**src/rtl/mem_dcache_access_pkg.sv**
```systemverilog
// Shared types for the MEM-stage Dcache initiator.
// State encoding, access width codes, alignment helper.
package mem_dcache_access_pkg;

  typedef enum logic [2:0] {
    S_IDLE   = 3'd0,
    S_REQ    = 3'd1,
    S_WAIT_R = 3'd2,
    S_DRAIN  = 3'd3,
    S_HOLD   = 3'd4
  } dc_state_e;

  localparam logic [1:0] W_NONE = 2'b00;
  localparam logic [1:0] W_BYTE = 2'b01;
  localparam logic [1:0] W_HALF = 2'b10;
  localparam logic [1:0] W_WORD = 2'b11;

  // Natural alignment of an access; width none never passes.
  function automatic logic width_ok(
    input logic [1:0] w,
    input logic [1:0] off
  );
    case (w)
      W_BYTE:  width_ok = 1'b1;
      W_HALF:  width_ok = ~off[0];
      W_WORD:  width_ok = (off == 2'b00);
      default: width_ok = 1'b0;
    endcase
  endfunction

endpackage

```
**src/rtl/mem_dcache_access_lane.sv**
```systemverilog
// Byte-lane steering between the pipeline and the Dcache word bus.
// Store strobes/replication and load right-alignment.
module mem_lane_align
  import mem_dcache_access_pkg::*;
(
  input  logic [1:0]  i_width,
  input  logic [1:0]  i_off,
  input  logic [31:0] i_wdata,
  input  logic [31:0] i_rdata,
  output logic [3:0]  o_wstrb,
  output logic [31:0] o_wdata,
  output logic [31:0] o_rdata
);

  // Strobe and lane replication by access width.
  always_comb begin
    o_wstrb = 4'b0000;
    o_wdata = 32'h0;
    case (i_width)
      W_BYTE: begin
        o_wstrb = 4'b0001 << i_off;
        o_wdata = {4{i_wdata[7:0]}};
      end
      W_HALF: begin
        o_wstrb = 4'b0011 << i_off;
        o_wdata = {2{i_wdata[15:0]}};
      end
      W_WORD: begin
        o_wstrb = 4'b1111;
        o_wdata = i_wdata;
      end
      default: begin
        o_wstrb = 4'b0000;
        o_wdata = 32'h0;
      end
    endcase
  end

  assign o_rdata = i_rdata >> {i_off, 3'b000};

endmodule

```
**src/rtl/mem_dcache_access.sv**
```systemverilog
// MEM-stage initiator toward the Dcache.
// Issues loads/stores, aligns load data, raises stall to flow control.
module mem_dcache_access
  import mem_dcache_access_pkg::*;
#(
  parameter int unsigned TIMEOUT = 255
) (
  input  logic        clk,
  input  logic        rst,
  input  logic        exmem_valid_i,
  input  logic        exmem_mtype_i,
  input  logic        exmem_store_i,
  input  logic [1:0]  exmem_width_i,
  input  logic [31:0] exmem_addr_i,
  input  logic [31:0] exmem_wdata_i,
  output logic        mem_dc_req_o,
  output logic        mem_dc_we_o,
  output logic [31:0] mem_dc_addr_o,
  output logic [31:0] mem_dc_wdata_o,
  output logic [3:0]  mem_dc_wstrb_o,
  input  logic        dc_ready_i,
  input  logic        dc_rvalid_i,
  input  logic [31:0] dc_rdata_i,
  output logic [31:0] mem_dcache_data_o,
  output logic        mem_dcache_data_valid_o,
  output logic        mem_stall_req_o,
  output logic        mem_misalign_o,
  output logic        mem_timeout_o,
  input  logic        fc_flush_mem_i,
  input  logic        fc_bk_mem_i
);

  localparam int unsigned CW =
    (TIMEOUT < 2) ? 1 : $clog2(TIMEOUT + 1);

  dc_state_e   r_state;
  dc_state_e   w_next;
  logic [31:0] r_addr;
  logic [31:0] r_wdata;
  logic [1:0]  r_width;
  logic        r_store;
  logic [CW-1:0] r_cnt;
  logic [31:0] r_data;
  logic        r_valid;

  logic        w_go;
  logic        w_flush;
  logic        w_mem;
  logic        w_ok;
  logic        w_idle;
  logic        w_accept;
  logic        w_misal;
  logic        w_active;
  logic        w_tmo;
  logic        w_drop;
  logic        w_req;
  logic        w_cap;
  logic        w_hold;
  logic [3:0]  w_wstrb;
  logic [31:0] w_wdata;
  logic [31:0] w_ld_data;

  // Back-and-keep outranks flush.
  assign w_go     = ~rst;
  assign w_flush  = fc_flush_mem_i & ~fc_bk_mem_i;
  assign w_mem    = exmem_valid_i & exmem_mtype_i
                  & ~fc_flush_mem_i & ~fc_bk_mem_i;
  assign w_ok     = width_ok(exmem_width_i, exmem_addr_i[1:0]);
  assign w_idle   = (r_state == S_IDLE);
  assign w_accept = w_go & w_idle & w_mem & w_ok;
  assign w_misal  = w_go & w_idle & w_mem & ~w_ok;
  assign w_active = (r_state == S_REQ) | (r_state == S_WAIT_R)
                  | (r_state == S_DRAIN);
  assign w_tmo    = w_go & w_active & (TIMEOUT != 0)
                  & (32'(r_cnt) == TIMEOUT - 1);
  assign w_drop   = (r_state == S_REQ) & w_flush & ~dc_ready_i;
  assign w_req    = w_go & (r_state == S_REQ) & ~w_tmo & ~w_drop;
  assign w_cap    = w_go & (r_state == S_WAIT_R) & dc_rvalid_i
                  & ~w_flush & ~w_tmo;
  assign w_hold   = r_valid & fc_bk_mem_i;

  mem_lane_align u_lane (
    .i_width (r_width),
    .i_off   (r_addr[1:0]),
    .i_wdata (r_wdata),
    .i_rdata (dc_rdata_i),
    .o_wstrb (w_wstrb),
    .o_wdata (w_wdata),
    .o_rdata (w_ld_data)
  );

  // State register.
  always_ff @(posedge clk) begin
    if (rst) r_state <= S_IDLE;
    else     r_state <= w_next;
  end

  // Next-state logic; watchdog abort overrides everything.
  always_comb begin
    w_next = r_state;
    if (w_tmo) begin
      w_next = S_IDLE;
    end else begin
      unique case (r_state)
        S_IDLE: begin
          if (w_hold)        w_next = S_HOLD;
          else if (w_accept) w_next = S_REQ;
        end
        S_REQ: begin
          if (w_drop)
            w_next = S_IDLE;
          else if (dc_ready_i)
            w_next = r_store ? S_IDLE
                   : (w_flush ? S_DRAIN : S_WAIT_R);
        end
        S_WAIT_R: begin
          if (w_flush)
            w_next = dc_rvalid_i ? S_IDLE : S_DRAIN;
          else if (dc_rvalid_i)
            w_next = fc_bk_mem_i ? S_HOLD : S_IDLE;
        end
        S_DRAIN: begin
          if (dc_rvalid_i) w_next = S_IDLE;
        end
        S_HOLD: begin
          if (!fc_bk_mem_i) w_next = S_IDLE;
        end
        default: w_next = S_IDLE;
      endcase
    end
  end

  // Capture the accepted instruction for the whole transaction.
  always_ff @(posedge clk) begin
    if (rst) begin
      r_addr  <= 32'h0;
      r_wdata <= 32'h0;
      r_width <= W_NONE;
      r_store <= 1'b0;
    end else if (w_accept) begin
      r_addr  <= exmem_addr_i;
      r_wdata <= exmem_wdata_i;
      r_width <= exmem_width_i;
      r_store <= exmem_store_i;
    end
  end

  // Watchdog: restarts per access, runs while a request is outstanding.
  always_ff @(posedge clk) begin
    if (rst)           r_cnt <= '0;
    else if (w_accept) r_cnt <= '0;
    else if (w_active) r_cnt <= r_cnt + CW'(1);
  end

  // Load result: one-cycle valid, held only under back-and-keep.
  always_ff @(posedge clk) begin
    if (rst) begin
      r_data  <= 32'h0;
      r_valid <= 1'b0;
    end else if (w_cap) begin
      r_data  <= w_ld_data;
      r_valid <= 1'b1;
    end else if (!w_hold) begin
      r_data  <= 32'h0;
      r_valid <= 1'b0;
    end
  end

  // Outputs; bus fields are zero whenever no request is driven.
  always_comb begin
    mem_dc_req_o            = w_req;
    mem_dc_we_o             = w_req & r_store;
    mem_dc_addr_o           = w_req ? {r_addr[31:2], 2'b00} : 32'h0;
    mem_dc_wdata_o          = w_req ? w_wdata : 32'h0;
    mem_dc_wstrb_o          = w_req ? w_wstrb : 4'b0000;
    mem_dcache_data_o       = r_data;
    mem_dcache_data_valid_o = r_valid;
    mem_stall_req_o         = w_accept
                            | (w_go & w_active & ~w_tmo & ~w_drop);
    mem_misalign_o          = w_misal;
    mem_timeout_o           = w_tmo;
  end

endmodule
```
**config.mk**
```make
export PLATFORM = sky130hd
export DESIGN_NAME = mem_dcache_access
export DESIGN_NICKNAME = d
export VERILOG_FILES = /design/src/rtl/mem_dcache_access_pkg.sv /design/src/rtl/mem_dcache_access_lane.sv /design/src/rtl/mem_dcache_access.sv
export SDC_FILE = /design/constraint.sdc
export NUM_CORES = 1
export LEC_CHECK = 0
export CORE_ASPECT_RATIO = 1.5
export CORE_MARGIN = 2
export CORE_UTILIZATION = 45
export CTS_CLUSTER_SIZE = 28
export DETAILED_ROUTE_END_ITERATION = 7
export GPL_TIMING_DRIVEN = 0
export PLACE_DENSITY = 0.91
export SLEW_MARGIN = 5
export SYNTH_ARGS = -nofsm -noshare
export SYNTH_HDL_FRONTEND = slang
export SYNTH_SLANG_ARGS = --single-unit
```
**constraint.sdc**
```tcl
create_clock -name clk -period 5.2 [get_ports clk]
set_clock_uncertainty 0.1 [all_clocks]
set_input_delay 1.04 -clock clk [delete_from_list [all_inputs] [get_ports clk]]
set_output_delay 1.04 -clock clk [all_outputs]
set_load 0.01 [all_outputs]
```
Word level (Yosys, flattened, before mapping). Cells that the tools add are included. W data, S select, Z words.

Bits in registers: 111. Output and inout bits: 106. Logic and storage cells: 92.

$add $sub $neg: 1. Equal/unequal tests: 17. Shifts and indexed selects: 3. Multiplexer cells: 23. Bitwise gates (word level): 35. Reductions and logical operators: 5.

Operators by type and width (count): $mux W32 (4); $pmux W32 S3 (1); $shr A32 B5 Y32 (1); $mux W3 (9); $and A1 B1 Y1 (23); $pmux W3 S5 (1); $pmux W4 S3 (1); $not A1 Y1 (9); $add A8 B1 Y8 const B (1); $eq A2 B2 Y1 const B (4); $eq A8 B8 Y1 const B (1); $eq A3 B2 Y1 const B (2); $ne A2 B2 Y1 const B (3); $ne A3 B3 Y1 const B (2); $reduce_and A5 Y1 (1); $eq A2 B1 Y1 const B (2); $mux W2 (2); $mux W4 (1); $reduce_or A2 Y1 (2); $shl A1 B2 Y4 const A (1); $shl A2 B2 Y4 const A (1); $eq A3 B1 Y1 const B (1); $eq A3 B3 Y1 const B (1); $logic_not A3 Y1 (1); 5 further kinds (9).

Longest topological paths before layout.
Depth after elaboration: 9. Depth in mapped cells: 9. Mapped depth without buffers: 7.

Hierarchy. A second synthesis with hierarchy kept.

Cells, all modules: 766. Area total of the unflattened synthesis: 5923.2 µm².

Modules (own cells, without submodules): mem_dcache_access (times used 1, cells an instance 607, area each 4830.9 µm², sequential area each 2222.1 µm²); mem_lane_align (times used 1, cells an instance 159, area each 1092.3 µm², sequential area each 0.0 µm²).

Worst setup path after synthesis. OpenSTA, ideal clock, no wires.

Kind: input port to output port. From: in fc_bk_mem_i. To: out mem_dc_wdata_o[15]. Arrival: 2233 ps. Data required time: 4060 ps. Slack: 1827 ps. Stages on the path: 6. Cells stage by stage: nand2b_1 > o211ai_1 > or3_1 > buf_2 > buf_2 > a21oi_1.

Longest elaborated chain between the ends: 7.

RTL lines: from (decl) (line mem_dcache_access.sv:30) `input logic fc_bk_mem_i`; $not A1 Y1 (line mem_dcache_access.sv:65) `assign w_flush = fc_flush_mem_i & ~fc_bk_mem_i;`; $and A1 B1 Y1 (line mem_dcache_access.sv:65); $and A1 B1 Y1 (2 in a row) (line mem_dcache_access.sv:76) `assign w_drop = (r_state == S_REQ) & w_flush & ~dc_ready_i;`; $not A1 Y1 (line mem_dcache_access.sv:77) `assign w_req = w_go & (r_state == S_REQ) & ~w_tmo & ~w_drop;`; $and A1 B1 Y1 (line mem_dcache_access.sv:77); $mux W32 (line mem_dcache_access.sv:174) `mem_dc_wdata_o = w_req ? w_wdata : 32'h0;`; to (decl) (line mem_dcache_access.sv:19) `output logic [31:0] mem_dc_wdata_o,`.

No other way between the ends.

Final worst setup path.
From: in fc_bk_mem_i. To: out mem_dc_wdata_o[5].

The elaborated chain is that of the path after synthesis.

==> qor.yml <==
cap_violations: 0
grt_pass1_vias: 5632
yosysTopAreaCellShare_pct: 41.8
power_density_nw_per_um2: 213
crit_required_ps: 4060
cts_root_buf: "clkbuf_16"
detail_route.wirelength_um: 17700
hp-class: "flip-flop to flip-flop"
area_growth_pct: 48.5
endpoint_kind: "primary output"
synth_ff_type: "dfxtp_1"
rsz0062_at_grt: "false"
critPathTopFamily: "simple AND/OR/NAND/NOR gates"
pin_count: 213
worst_pin_slew_ps: 808
die_height_um: 137
hpwlAfterDp_um: 13600
clockBufferDepth: 2
peakVddDrop_uv: 160
drtIter0Drc: 292
htreeDepth: 3
avgSynthCellArea_um2: 7.60
postRouteAntennaNets: 0
status: "complete, no violations"
cp_cell_sequence: "clkdlybuf4s50_1 > nand2b_1 > o211ai_1 > nor3_1 > and3_1 > clkdlybuf4s50_1"
cts_made_buffers: 9
fin_nets: 1034
grt_usage_pct: 27.2
min_period_ps: 4850
synth-seq-cells: 111
finalHoldViolCount: 0
dr.pass1.iters: 5
antenna_found_initial: 0
yosys_warnings: 0
via_count: 5822
slew_headroom_pct: 45.7
fmax_ghz: 0.206
synth.area.top_cells: "dfxtp_1 (42%), nand2_1 (13%), a21oi_1 (9.8%)"
die_w_um: 92.7
grt-ovfl-total: 0
synth_most_common_cell: "nand2_1"
slew_viol_final: 0
yosysSeqAreaShare_pct: 41.8
cts.clk_slew.worst_paths_ps: 70
routedWlPerCell_um: 16.5
gp_congestion: 0.907
rows: 48
post-place-ws_ps: 414
via_per_inst: 5.41
start_util_pct: 46.1
dieArea_um2: 12700
tritoncts: "yes"
yosysTopAreaCell: "dfxtp_1"
cp_common_cell: "clkdlybuf4s50_1"
synthArstFlopShare_pct: 0
grt_pass1_wl_um: 27400
port_buffers: 210
synth_edf_count: 0
synth_cell_type_count: 48
fin_crit_sh_pct: 93.3
crit_slowest_cell: "nor3_1"
holdBufCountCts: 0
setup_viol_count_final: 0
path_buf_inv: 2
post_cts_buffers: 0
core_area_um2: 11500
setup_slack_ps: 346
cts_resized: 0
slowest_delay_ps: 740
start_kind: "primary input"
drive_gt1_share_pct: 5.08
antenna_cells: 0
worstSetupPathType: "primary input to primary output"
cts_sinks: 111
tns_ps: 0
ff2ff_setup_slack_ps: 2960
syn_area_um2: 5310
cp.arrival_ps: 3710
clkLatencyLatePin_ps: 340
grt_max_degree: 20
synthCells: 699
leakagePower_nw: 2.67
drc: 0
worstPathMaxFanout: 8
synth_commonest_cells: "nand2_1 (178), dfxtp_1 (111), a21oi_1 (104)"
area by class of cell:
cell class,instances,area (um^2)
fillers,950,3640
clock buffers,9,225
plain buffers,58,263
multi-input cells,525,2810
repair buffers,210,2100
flip-flops and latches,111,2220
inverters,6,22.5
well taps,150,188
clock inverters,7,57.6
stage by stage:
step                      hold WS, ps  area [um^2]  utilization [%]  power [mW]  instances
final                             351         7890             68.4        1.68       1076
after floorplan                   332         5320                -       0.930        700
after detailed placement          342         7610             66.0        1.04       1060
after global routing              371         7890             68.4        1.73       1076
after CTS                         352         7890             68.4        1.69       1076
after global placement            337         7610             66.0        1.04       1060
cell usage in the layout (no fill, tap or decap), types with 2 or more instances in the layout:
cell type and count:
clkinvlp_4 2, ha_1 6, nand2_1 178, mux2i_1 20, nor2b_1 2, nand3_1 34, nor3b_1 2, xor2_1 6
nor3_1 11, a21oi_1 104, or2_2 2, buf_1 3, clkbuf_1 32, nor2_1 28, clkdlybuf4s50_1 210, buf_4 4
and2_1 34, clkinv_4 3, o21ai_0 16, o211ai_1 3, nand4_1 3, clkbuf_16 9, a22o_1 11, a221o_1 4
a22oi_1 18, and3_1 11, conb_1 2, or3_1 9, buf_2 18, dfxtp_1 111, inv_1 6, nor4b_1 2
flip-flops by register name, indices dropped and copies added (netlist names):
register	cells
r_addr	32
mem_dcache_data_valid_o	1
r_width	2
r_state	3
r_cnt	8
mem_dcache_data_o	32
r_wdata	32
r_store	1
tightest hold or removal path, cell delays in order, from the launching register on:
cell and delay, ps:
dfxtp_1 310, nand2_1 50, a21oi_1 50
power by group:
group          internal, mW  total (mW)  switching [mW]
Combinational        0.0941       0.161          0.0668
Clock                 0.330       0.660           0.329
Sequential            0.855       0.860         0.00433
Total                  1.28        1.68           0.400
final timing paths:
| path | startpoint | end | cells after the start |
|---|---|---|---|
| max reg2reg | r_cnt[0] | mem_dcache_data_o[3] | 8 |
| min | r_addr[2] | r_addr[2] | 2 |
| max | fc_bk_mem_i | mem_dc_wdata_o[5] | 6 |
| min reg2reg | r_addr[2] | r_addr[2] | 2 |
per-layer routing:
| metal | global-route usage (%) | wire length (um) |
|---|---|---|
| met4 | 16.4 | 1020 |
| met5 | 0 | 0 |
| met2 | 49.4 | 9150 |
| met1 | 29.7 | 6400 |
| met3 | 4.24 | 1170 |
logic make-up (layout without fill, tap and decap cells):
group,after synthesis,after routing,share of synthesized area (%)
buf+inv,64,290,5.37
xor+xnor,7,7,1.15
fa+ha+maj,6,6,1.41
mux,21,21,3.98
compound gates,164,164,18.1
flops,111,111,41.8
simple gates,325,325,28.0
other cells,1,2,0.0706
Power figures use the tool's default switching activity.
